## src/rtl/hmc_phy_init_pkg.sv

```systemverilog
// rtl/hmc_phy_init_pkg.sv - shared state encoding and default constants for the PHY init sequencer
package hmc_phy_init_pkg;

  typedef enum logic [2:0] {
    ST_IDLE      = 3'd0,
    ST_WAIT_PHY  = 3'd1,
    ST_INIT_CONT = 3'd2,
    ST_CHECK     = 3'd3,
    ST_SLIP      = 3'd4,
    ST_SETTLE    = 3'd5,
    ST_LOCKED    = 3'd6,
    ST_FAIL      = 3'd7
  } seq_state_e;

  localparam logic [31:0] DEFAULT_TRAIN_PAT = 32'hF0C3_A55A;
  localparam int          DEFAULT_SLIP_WAIT = 8;

endpackage

```

## src/rtl/hmc_phy_lane_checker.sv

```systemverilog
// rtl/hmc_phy_lane_checker.sv - combinational compare of one lane word against the training pattern
module hmc_phy_lane_checker #(
  parameter int                LANE_W = 32,
  parameter logic [LANE_W-1:0] PAT    = '0
) (
  input  logic [LANE_W-1:0] word,
  output logic              match,
  output logic              inv_match
);

  assign match     = (word == PAT);
  assign inv_match = (word == ~PAT);

endmodule

```

## src/rtl/hmc_phy_init_sequencer.sv

```systemverilog
// rtl/hmc_phy_init_sequencer.sv - PHY bring-up: ready wait, PHY release, per-lane bit-slip/polarity alignment
module hmc_phy_init_sequencer
  import hmc_phy_init_pkg::*;
#(
  parameter int                              DWIDTH               = 512,
  parameter int                              NUM_LANES            = 16,
  parameter logic [DWIDTH/NUM_LANES-1:0]     TRAIN_PAT            = DEFAULT_TRAIN_PAT,
  parameter bit                              DETECT_LANE_POLARITY = 1'b1,
  parameter int                              SLIP_WAIT            = DEFAULT_SLIP_WAIT,
  parameter int                              MAX_ITER             = 2 * (DWIDTH / NUM_LANES),
  parameter int                              READY_TIMEOUT        = 1024
) (
  input  logic                 clk,
  input  logic                 rst,
  input  logic                 cfg_en,
  input  logic                 phy_tx_ready,
  input  logic                 phy_rx_ready,
  input  logic [DWIDTH-1:0]    phy_data_rx_phy2link,
  output logic [NUM_LANES-1:0] phy_bit_slip,
  output logic [NUM_LANES-1:0] phy_lane_polarity,
  output logic                 phy_init_cont_set,
  output logic [NUM_LANES-1:0] lanes_aligned,
  output logic                 link_locked,
  output logic                 init_fail,
  output logic [2:0]           seq_state
);

  localparam int LANE_W  = DWIDTH / NUM_LANES;
  localparam int ITER_W  = $clog2(MAX_ITER + 1);
  localparam int TIMER_W = $clog2(READY_TIMEOUT + 1);
  localparam int WAIT_W  = $clog2(SLIP_WAIT + 1);

  localparam logic [ITER_W-1:0]  ITER_MAX  = ITER_W'(MAX_ITER);
  localparam logic [TIMER_W-1:0] TIMER_MAX = TIMER_W'(READY_TIMEOUT);
  localparam logic [WAIT_W-1:0]  WAIT_LAST = WAIT_W'(SLIP_WAIT - 1);

  seq_state_e           state, state_nxt;
  logic [ITER_W-1:0]    iter, iter_nxt;
  logic [TIMER_W-1:0]   timer, timer_nxt;
  logic [WAIT_W-1:0]    wait_cnt, wait_nxt;
  logic [NUM_LANES-1:0] aligned, aligned_nxt;
  logic [NUM_LANES-1:0] polarity, polarity_nxt;
  logic [NUM_LANES-1:0] match, inv_match;
  logic [NUM_LANES-1:0] match_new, pol_new, slip_mask;
  logic                 link_state;

  for (genvar i = 0; i < NUM_LANES; i++) begin : g_lane
    hmc_phy_lane_checker #(
      .LANE_W (LANE_W),
      .PAT    (TRAIN_PAT)
    ) u_checker (
      .word      (phy_data_rx_phy2link[i*LANE_W +: LANE_W]),
      .match     (match[i]),
      .inv_match (inv_match[i])
    );
  end

  // A lane that already had its polarity flipped and still reads inverted is treated as misaligned.
  always_comb begin
    match_new = ~aligned & match;
    pol_new   = DETECT_LANE_POLARITY ? (~aligned & ~match & inv_match & ~polarity) : '0;
    slip_mask = ~aligned & ~match & ~pol_new;
  end

  assign link_state = (state == ST_INIT_CONT) || (state == ST_CHECK) || (state == ST_SLIP) ||
                      (state == ST_SETTLE) || (state == ST_LOCKED);

  always_comb begin
    state_nxt    = state;
    iter_nxt     = iter;
    timer_nxt    = '0;
    wait_nxt     = '0;
    aligned_nxt  = aligned;
    polarity_nxt = polarity;

    if (!cfg_en) begin
      state_nxt = ST_IDLE;
    end else if (!phy_rx_ready && link_state) begin
      state_nxt = ST_WAIT_PHY;
    end else begin
      case (state)
        ST_IDLE: state_nxt = ST_WAIT_PHY;
        ST_WAIT_PHY: begin
          timer_nxt = (timer == TIMER_MAX) ? timer : timer + TIMER_W'(1);
          if (phy_tx_ready && phy_rx_ready) state_nxt = ST_INIT_CONT;
          else if (timer_nxt == TIMER_MAX)  state_nxt = ST_FAIL;
        end
        ST_INIT_CONT, ST_SETTLE: begin
          if (wait_cnt == WAIT_LAST) state_nxt = ST_CHECK;
          else                       wait_nxt  = wait_cnt + WAIT_W'(1);
        end
        ST_CHECK: begin
          aligned_nxt  = aligned | match_new;
          polarity_nxt = polarity | pol_new;
          if (&(aligned | match_new)) begin
            state_nxt = ST_LOCKED;
          end else if (iter == ITER_MAX) begin
            state_nxt = ST_FAIL;
          end else begin
            iter_nxt  = iter + ITER_W'(1);
            state_nxt = ST_SLIP;
          end
        end
        ST_SLIP:   state_nxt = ST_SETTLE;
        ST_LOCKED: state_nxt = ST_LOCKED;
        ST_FAIL:   state_nxt = ST_FAIL;
        default:   state_nxt = ST_IDLE;
      endcase
    end

    // Any return to IDLE or WAIT_PHY restarts alignment from scratch.
    if (state_nxt == ST_IDLE || state_nxt == ST_WAIT_PHY) begin
      aligned_nxt  = '0;
      polarity_nxt = '0;
      iter_nxt     = '0;
    end
  end

  always_ff @(posedge clk) begin
    if (rst) begin
      state             <= ST_IDLE;
      iter              <= '0;
      timer             <= '0;
      wait_cnt          <= '0;
      aligned           <= '0;
      polarity          <= '0;
      phy_bit_slip      <= '0;
      phy_init_cont_set <= 1'b0;
      link_locked       <= 1'b0;
      init_fail         <= 1'b0;
    end else begin
      state             <= state_nxt;
      iter              <= iter_nxt;
      timer             <= timer_nxt;
      wait_cnt          <= wait_nxt;
      aligned           <= aligned_nxt;
      polarity          <= polarity_nxt;
      phy_bit_slip      <= (state_nxt == ST_SLIP) ? slip_mask : '0;
      phy_init_cont_set <= state_nxt inside {ST_INIT_CONT, ST_CHECK, ST_SLIP, ST_SETTLE, ST_LOCKED};
      link_locked       <= (state_nxt == ST_LOCKED);
      init_fail         <= (state_nxt == ST_FAIL);
    end
  end

  assign lanes_aligned     = aligned;
  assign phy_lane_polarity = polarity;
  assign seq_state         = state;

endmodule

```

## config.mk

```make
export PLATFORM = sky130hd
export DESIGN_NAME = hmc_phy_init_sequencer
export DESIGN_NICKNAME = d
export VERILOG_FILES = /design/src/rtl/hmc_phy_init_pkg.sv /design/src/rtl/hmc_phy_lane_checker.sv /design/src/rtl/hmc_phy_init_sequencer.sv
export SDC_FILE = /design/constraint.sdc
export NUM_CORES = 1
export LEC_CHECK = 0
export CELL_PAD_IN_SITES_DETAIL_PLACEMENT = 1
export CELL_PAD_IN_SITES_GLOBAL_PLACEMENT = 2
export CORE_AREA = 4 4 220 222
export CTS_CLUSTER_SIZE = 28
export DETAILED_ROUTE_END_ITERATION = 6
export DIE_AREA = 0 0 224 226
export GPL_TIMING_DRIVEN = 0
export PLACE_DENSITY_LB_ADDON = 0.12
export SYNTH_ARGS = -nofsm -noshare
export SYNTH_HDL_FRONTEND = slang
export SYNTH_SLANG_ARGS = --single-unit
```

## constraint.sdc

```tcl
create_clock -name clk -period 8.5 [get_ports clk]
set_input_delay 1.7 -clock clk [delete_from_list [all_inputs] [get_ports clk]]
set_output_delay 1.7 -clock clk [all_outputs]
set_load 0.05 [all_outputs]
```

Yosys cells after proc, flatten, opt, wreduce, memory -nomap -nowiden
Cells that the tools add are included.
W data, S select, Z words.
{"block": "op_classes", "addsub": 3, "n_eq_ne": 50, "n_mux": 9, "bitwise": 18, "n_reduce_logical": 19}
{"op": "$eq A32 B28 Y1 const B", "count": 16}
{"op": "$eq A32 B32 Y1 const B", "count": 16}
{"op": "$and A16 B16 Y16", "count": 5}
{"op": "$not A16 Y16", "count": 4}
{"op": "$or A16 B16 Y16", "count": 2}
{"op": "$eq A3 B3 Y1 const B", "count": 8}
{"op": "$eq A11 B11 Y1 const B", "count": 2}
{"op": "$pmux W3 S7", "count": 1}
{"op": "$reduce_and A16 Y1", "count": 1}
{"op": "$mux W3", "count": 5}
{"op": "$eq A3 B2 Y1 const B", "count": 4}
{"op": "$add A11 B1 Y11 const B", "count": 1}
{"op": "$mux W11", "count": 1}
{"op": "$add A7 B1 Y7 const B", "count": 1}
{"op": "$eq A7 B7 Y1 const B", "count": 1}
{"op": "$not A1 Y1", "count": 7}
{"op": "$eq A3 B1 Y1 const B", "count": 2}
{"op": "$logic_not A3 Y1", "count": 2}
{"op": "$reduce_or A2 Y1", "count": 3}
{"op": "$logic_or A1 B1 Y1", "count": 5}
{"op": "$reduce_and A5 Y1", "count": 1}
{"op": "$reduce_bool A5 Y1", "count": 1}
{"op": "$reduce_or A5 Y1", "count": 1}
{"op": "$add A4 B1 Y4 const B", "count": 1}
{"op": "other kinds (6)", "count": 8}
{"block": "word_totals", "ff_bits": 76, "input_bits": 517, "out_inout_bits": 54, "elab_cells": 109}

Logic depth before layout (Yosys ltp)
{"block": "depth", "ltp_word": 11, "mapped_depth": 12, "ltp_nobuf": 10}

By module
A second synthesis with hierarchy kept.
{"block": "unflattened", "cells_unflattened": 733, "hier_area_um2": 6314.8}
{"module": "hmc_phy_init_sequencer", "instances": 1, "cells_each": 365, "area_per_inst_um2": 3211.8, "seq_area_each_um2": 1521.5}
{"module": "hmc_phy_lane_checker", "instances": 16, "cells_each": 23, "area_per_inst_um2": 193.9, "seq_area_each_um2": 0.0}

Worst setup path after synthesis
Ideal clock, no wire load.
{"block": "synth_timing", "path_kind": "in2reg", "from": "in phy_data_rx_phy2link[83]", "to": "reg aligned[0], in the netlist lanes_aligned[0]", "setup_time_ns": 0.065, "arrival_time_ns": 4.149, "t_required_ns": 8.435, "slack_ns": 4.285, "path_stages": 10, "path_buffers": 3, "path_cell_list": "or4b_1 nor4_2 o2111ai_1 or4_1 buf_2 o211a_4 a21o_1 buf_6 buf_6 nor2_1"}
{"block": "synth_via", "elab_chain_len": 11, "word_cells_on_any_way": 12, "classes_between": "eq/ne (2); mux (4); bitwise (2); reduce/logical (4)"}
{"item": "from (decl)", "line_no": "hmc_phy_init_sequencer.sv:18", "source": "input logic [DWIDTH-1:0] phy_data_rx_phy2link,"}
{"item": "$eq A32 B32 Y1 *", "line_no": "hmc_phy_lane_checker.sv:11", "source": "assign match = (word == PAT);"}
{"item": "$and A16 B16 Y16 *", "line_no": "hmc_phy_init_sequencer.sv:60", "source": "match_new = ~aligned & match;"}
{"item": "$or A16 B16 Y16 *", "line_no": "hmc_phy_init_sequencer.sv:95", "source": "if (&(aligned | match_new)) begin"}
{"item": "$reduce_and A16 Y1 *", "line_no": "hmc_phy_init_sequencer.sv:95"}
{"item": "$mux W2 *", "line_no": "hmc_phy_init_sequencer.sv:95"}
{"item": "$pmux W3 S7 *", "line_no": "hmc_phy_init_sequencer.sv:81", "source": "case (state)"}
{"item": "$mux W3 *", "line_no": "hmc_phy_init_sequencer.sv:78", "source": "end else if (!phy_rx_ready && link_state) begin"}
{"item": "$mux W3 *", "line_no": "hmc_phy_init_sequencer.sv:76", "source": "if (!cfg_en) begin"}
{"item": "$eq A3 B1 Y1 / $logic_not A3 Y1 (equally long branches)", "line_no": "hmc_phy_init_sequencer.sv:112", "source": "if (state_nxt == ST_IDLE || state_nxt == ST_WAIT_PHY) begin"}
{"item": "$logic_or A1 B1 Y1 *", "line_no": "hmc_phy_init_sequencer.sv:112"}
{"item": "$reduce_or A2 Y1 (no source line) *"}
{"item": "to (signal assigned)", "line_no": "hmc_phy_init_sequencer.sv:136", "source": "aligned <= aligned_nxt;"}
{"item": "to (decl)", "line_no": "hmc_phy_init_sequencer.sv:41", "source": "logic [NUM_LANES-1:0] aligned, aligned_nxt;"}
Every way passes the cells marked *; elsewhere a longest branch is shown, timed or not.
A chain may end at the register's enable or synchronous reset.

Worst setup path after layout
{"block": "layout_timing", "from": "in phy_data_rx_phy2link[16]", "to": "reg phy_bit_slip[6]"}
{"block": "layout_via", "elab_chain_len": 11}
{"item": "$eq A32 B32 Y1", "line_no": "hmc_phy_lane_checker.sv:11"}
{"item": "$and A16 B16 Y16", "line_no": "hmc_phy_init_sequencer.sv:60"}
{"item": "$or A16 B16 Y16", "line_no": "hmc_phy_init_sequencer.sv:95"}
{"item": "$reduce_and A16 Y1", "line_no": "hmc_phy_init_sequencer.sv:95"}
{"item": "$mux W2", "line_no": "hmc_phy_init_sequencer.sv:95"}
{"item": "$pmux W3 S7", "line_no": "hmc_phy_init_sequencer.sv:81"}
{"item": "$mux W3", "line_no": "hmc_phy_init_sequencer.sv:78"}
{"item": "$mux W3", "line_no": "hmc_phy_init_sequencer.sv:76"}
{"item": "$eq A3 B3 Y1", "line_no": "hmc_phy_init_sequencer.sv:138", "source": "phy_bit_slip <= (state_nxt == ST_SLIP) ? slip_mask : '0;"}
{"item": "$not A1 Y1 (no source line)"}
{"item": "$reduce_or A2 Y1 (no source line)"}
{"item": "to (signal assigned)", "line_no": "hmc_phy_init_sequencer.sv:138"}
{"item": "to (decl)", "line_no": "hmc_phy_init_sequencer.sv:19", "source": "output logic [NUM_LANES-1:0] phy_bit_slip,"}
No other way between the ends.

==> impl_metrics.py <==
metrics = {
    "status": {
        "outcome": "finished clean",
    },
    "worst_setup_path": {
        "critPathMaxFanout": 10,
        "reg2regPathDepth": 10,
        "end_kind": "flop",
        "startpoint_type": "input pin",
        "crit_required_ps": 8750,
        "criticalPathCategory": "input pin to flop",
        "cp.arrival_ps": 5570,
        "r2r_setup_slack_ps": 5250,
    },
    "logic_synthesis": {
        "synth_top_area_cell": "dfxtp_1",
        "avgSynthCellArea_um2": 8.44,
        "synth_nets": 1254,
        "synth_seq_cells": 76,
        "synth.area.top_cells": "dfxtp_1 (25%), nor4bb_1 (18%), nand4_1 (8.1%), nor4b_1 (7.5%), nor2_1 (5.8%)",
        "syn_inst": 731,
        "synth_ff_type": "dfxtp_1",
        "synth.yosys.warnings": 0,
        "synth_top_area_share_pct": 24.7,
        "synth_edf_count": 0,
        "async_reset_ff_share_pct": 0,
        "yosysUniqueCellTypes": 54,
        "yosysSeqAreaShare_pct": 24.7,
        "syn_area_um2": 6170,
    },
    "timing": {
        "timing.final.hold_violations": 0,
        "rsz0062_at_grt": "no",
        "period_needed_ps": 5320,
        "relSlewSlack_pct": 37.3,
        "period_share_pct": 62.6,
        "tns_ps": 0,
        "finClkSkew_ps": 10.5,
        "fmax_ghz": 0.188,
        "hold-worst-slack_ps": 452,
        "slew_violations": 0,
        "finalSetupViolations": 0,
        "tightest_slew_ps": 940,
    },
    "cts": {
        "clkTransAtPathRegs_ps": 60,
        "clkLatencyLatePin_ps": 340,
        "cts_max_path_buffers": 2,
        "cts_tree": "built",
        "numCtsBuffers": 9,
        "ctsHoldBuffers": 0,
        "cts-resized-gates": 0,
        "cts_sinks": 76,
        "post-cts-setup-buffer-count": 0,
        "htreeDepth": 3,
        "cts_root_buf": "clkbuf_16",
    },
    "global_routing": {
        "overflow": 0,
        "grt_pass1_vias": 9390,
        "grtUsageTotal_pct": 15.4,
        "antenna_found_initial": 0,
        "grt_pass1_wl_um": 58800,
        "grt_max_degree": 13,
    },
    "floorplanning": {
        "row_count": 79,
        "die_w_um": 224,
        "io_pins": 571,
        "die_y_um": 226,
        "start_util_pct": 13.3,
        "dieArea_um2": 50600,
        "core_um2": 46400,
    },
    "cells_and_area": {
        "layout.nets": 1835,
        "drive_gt1_share_pct": 2.58,
        "fin_util_pct": 27.9,
        "final_common_cell": "clkdlybuf4s50_1",
        "stdcell_count": 1923,
        "syn_to_final_growth_pct": 110,
        "most-common-layout-cells": "clkdlybuf4s50_1 (570), nor4bb_1 (108), nor2_1 (96)",
        "diodes": 0,
    },
    "worst_hold_path": {
        "worstHoldPathType": "flop to flop",
        "hold_depth": 1,
    },
    "placement": {
        "dpl.hpwl_um": 37700,
        "place_congestion": 0.835,
        "dp.cells": 1908,
        "portBuffers": 570,
    },
    "power_and_ir_drop": {
        "powerDensity_nw_per_um2": 83.4,
        "netSwitchingFraction_pct": 22.4,
        "ir_drop_v": 0.0000776,
        "combPwrFrac_pct": 30.8,
        "power.switching_uw": 241,
        "pwr-share-seq_pct": 33.2,
        "clkPwrFrac_pct": 36.0,
        "p_int_uw": 836,
        "p_leak_nw": 4.11,
    },
    "routing": {
        "vias": 8518,
        "wirelength_um": 41800,
        "wl_per_cell_um": 21.7,
        "dr.pass1.iters": 4,
        "drtIter0Drc": 246,
        "ant_nets": 0,
        "drc": 0,
        "avgViaCountPerCell": 4.43,
    },
    "flow_run": {
        "drv_cap": 0,
    },
}
through the flow:
| step | power (mW) | cell area, um2 | setup slack [ps] |
|---|---|---|---|
| 3_3_place_gp | 0.694 | 12600 | 2750 |
| 3_5_place_dp | 0.697 | 12600 | 2740 |
| 5_1_grt | 1.13 | 12900 | 2930 |
| 4_1_cts | 1.10 | 12900 | 3090 |
| 2_1_floorplan | 0.417 | 6170 | 4290 |
| 6_report | 1.08 | 12900 | 3180 |
routing by layer:
| metal | up-vias | wire length (um) | global-route usage (%) | share of wire, % |
|---|---|---|---|---|
| li1 | 4195 | - | - | - |
| met4 | 0 | 709 | 2.72 | 1.7 |
| met5 | - | 0 | 0 | 0 |
| met1 | 4028 | 15500 | 16.5 | 37 |
| met3 | 32 | 2580 | 4.30 | 6.2 |
| met2 | 263 | 23000 | 30.1 | 55 |
worst max-delay path, stage by stage:
cell and delay [ps]:
clkdlybuf4s50_1 480, nor4bb_1 480, nand4_1 180, nor4_1 740, o2111ai_1 240, or4_1 430
buf_2 200, a41oi_4 330, nand3_4 220, buf_2 280, a211oi_1 270
power by group through the flow:
stage          Sequential, mW  Clock (mW)  Combinational, mW
6_report                0.357       0.388              0.332
3_3_place_gp            0.365           0              0.329
4_1_cts                 0.357       0.409              0.334
5_1_grt                 0.357       0.423              0.352
2_1_floorplan           0.366           0             0.0505
3_5_place_dp            0.365           0              0.332
registers in the layout, indices dropped and copies added, names as in the netlist:
register / count
init_fail: 1
iter: 7
lanes_aligned: 16
link_locked: 1
phy_bit_slip: 16
phy_init_cont_set: 1
phy_lane_polarity: 16
seq_state: 3
timer: 11
wait_cnt: 4
path summary, 6_finish.rpt:
kind,start,end
worst max-delay path,phy_data_rx_phy2link[16],phy_bit_slip[6]$_SDFF_PP0_
worst min-delay path,wait_cnt[0]$_SDFF_PP0_,wait_cnt[0]$_SDFF_PP0_
worst max register to register,timer[3]$_SDFF_PP0_,phy_bit_slip[6]$_SDFF_PP0_
worst min register to register,wait_cnt[0]$_SDFF_PP0_,wait_cnt[0]$_SDFF_PP0_
area by class of cell:
| type | instances | area [um2] |
|---|---|---|
| fillers | 5397 | 33400 |
| repair buffers | 570 | 5710 |
| multi-input cells | 615 | 4480 |
| flip-flops and latches | 76 | 1520 |
| well taps | 607 | 759 |
| clock buffers | 10 | 239 |
| inverters | 24 | 90.1 |
| plain buffers | 16 | 77.6 |
| clock inverters | 5 | 52.6 |
logic make-up after synthesis:
group           synth area share, %
flops                          24.7
buf+inv                        2.72
xor+xnor                       2.56
simple gates                   58.5
compound gates                 10.1
fa+ha+maj                      1.22
mux                           0.325
cells in the mapped netlist, types with 10 or more instances:
cell and count:
dfxtp_1 76, a21oi_1 32, clkbuf_1 12, nand4_1 80, nor2b_1 17, nor4bb_1 108
nor2_1 96, o21bai_1 12, nor4b_1 53, nand3_1 10, and4b_1 34, nor4_1 24
nor3_1 12, inv_1 24, nand2_1 10
Power figures use the tool's default switching activity.
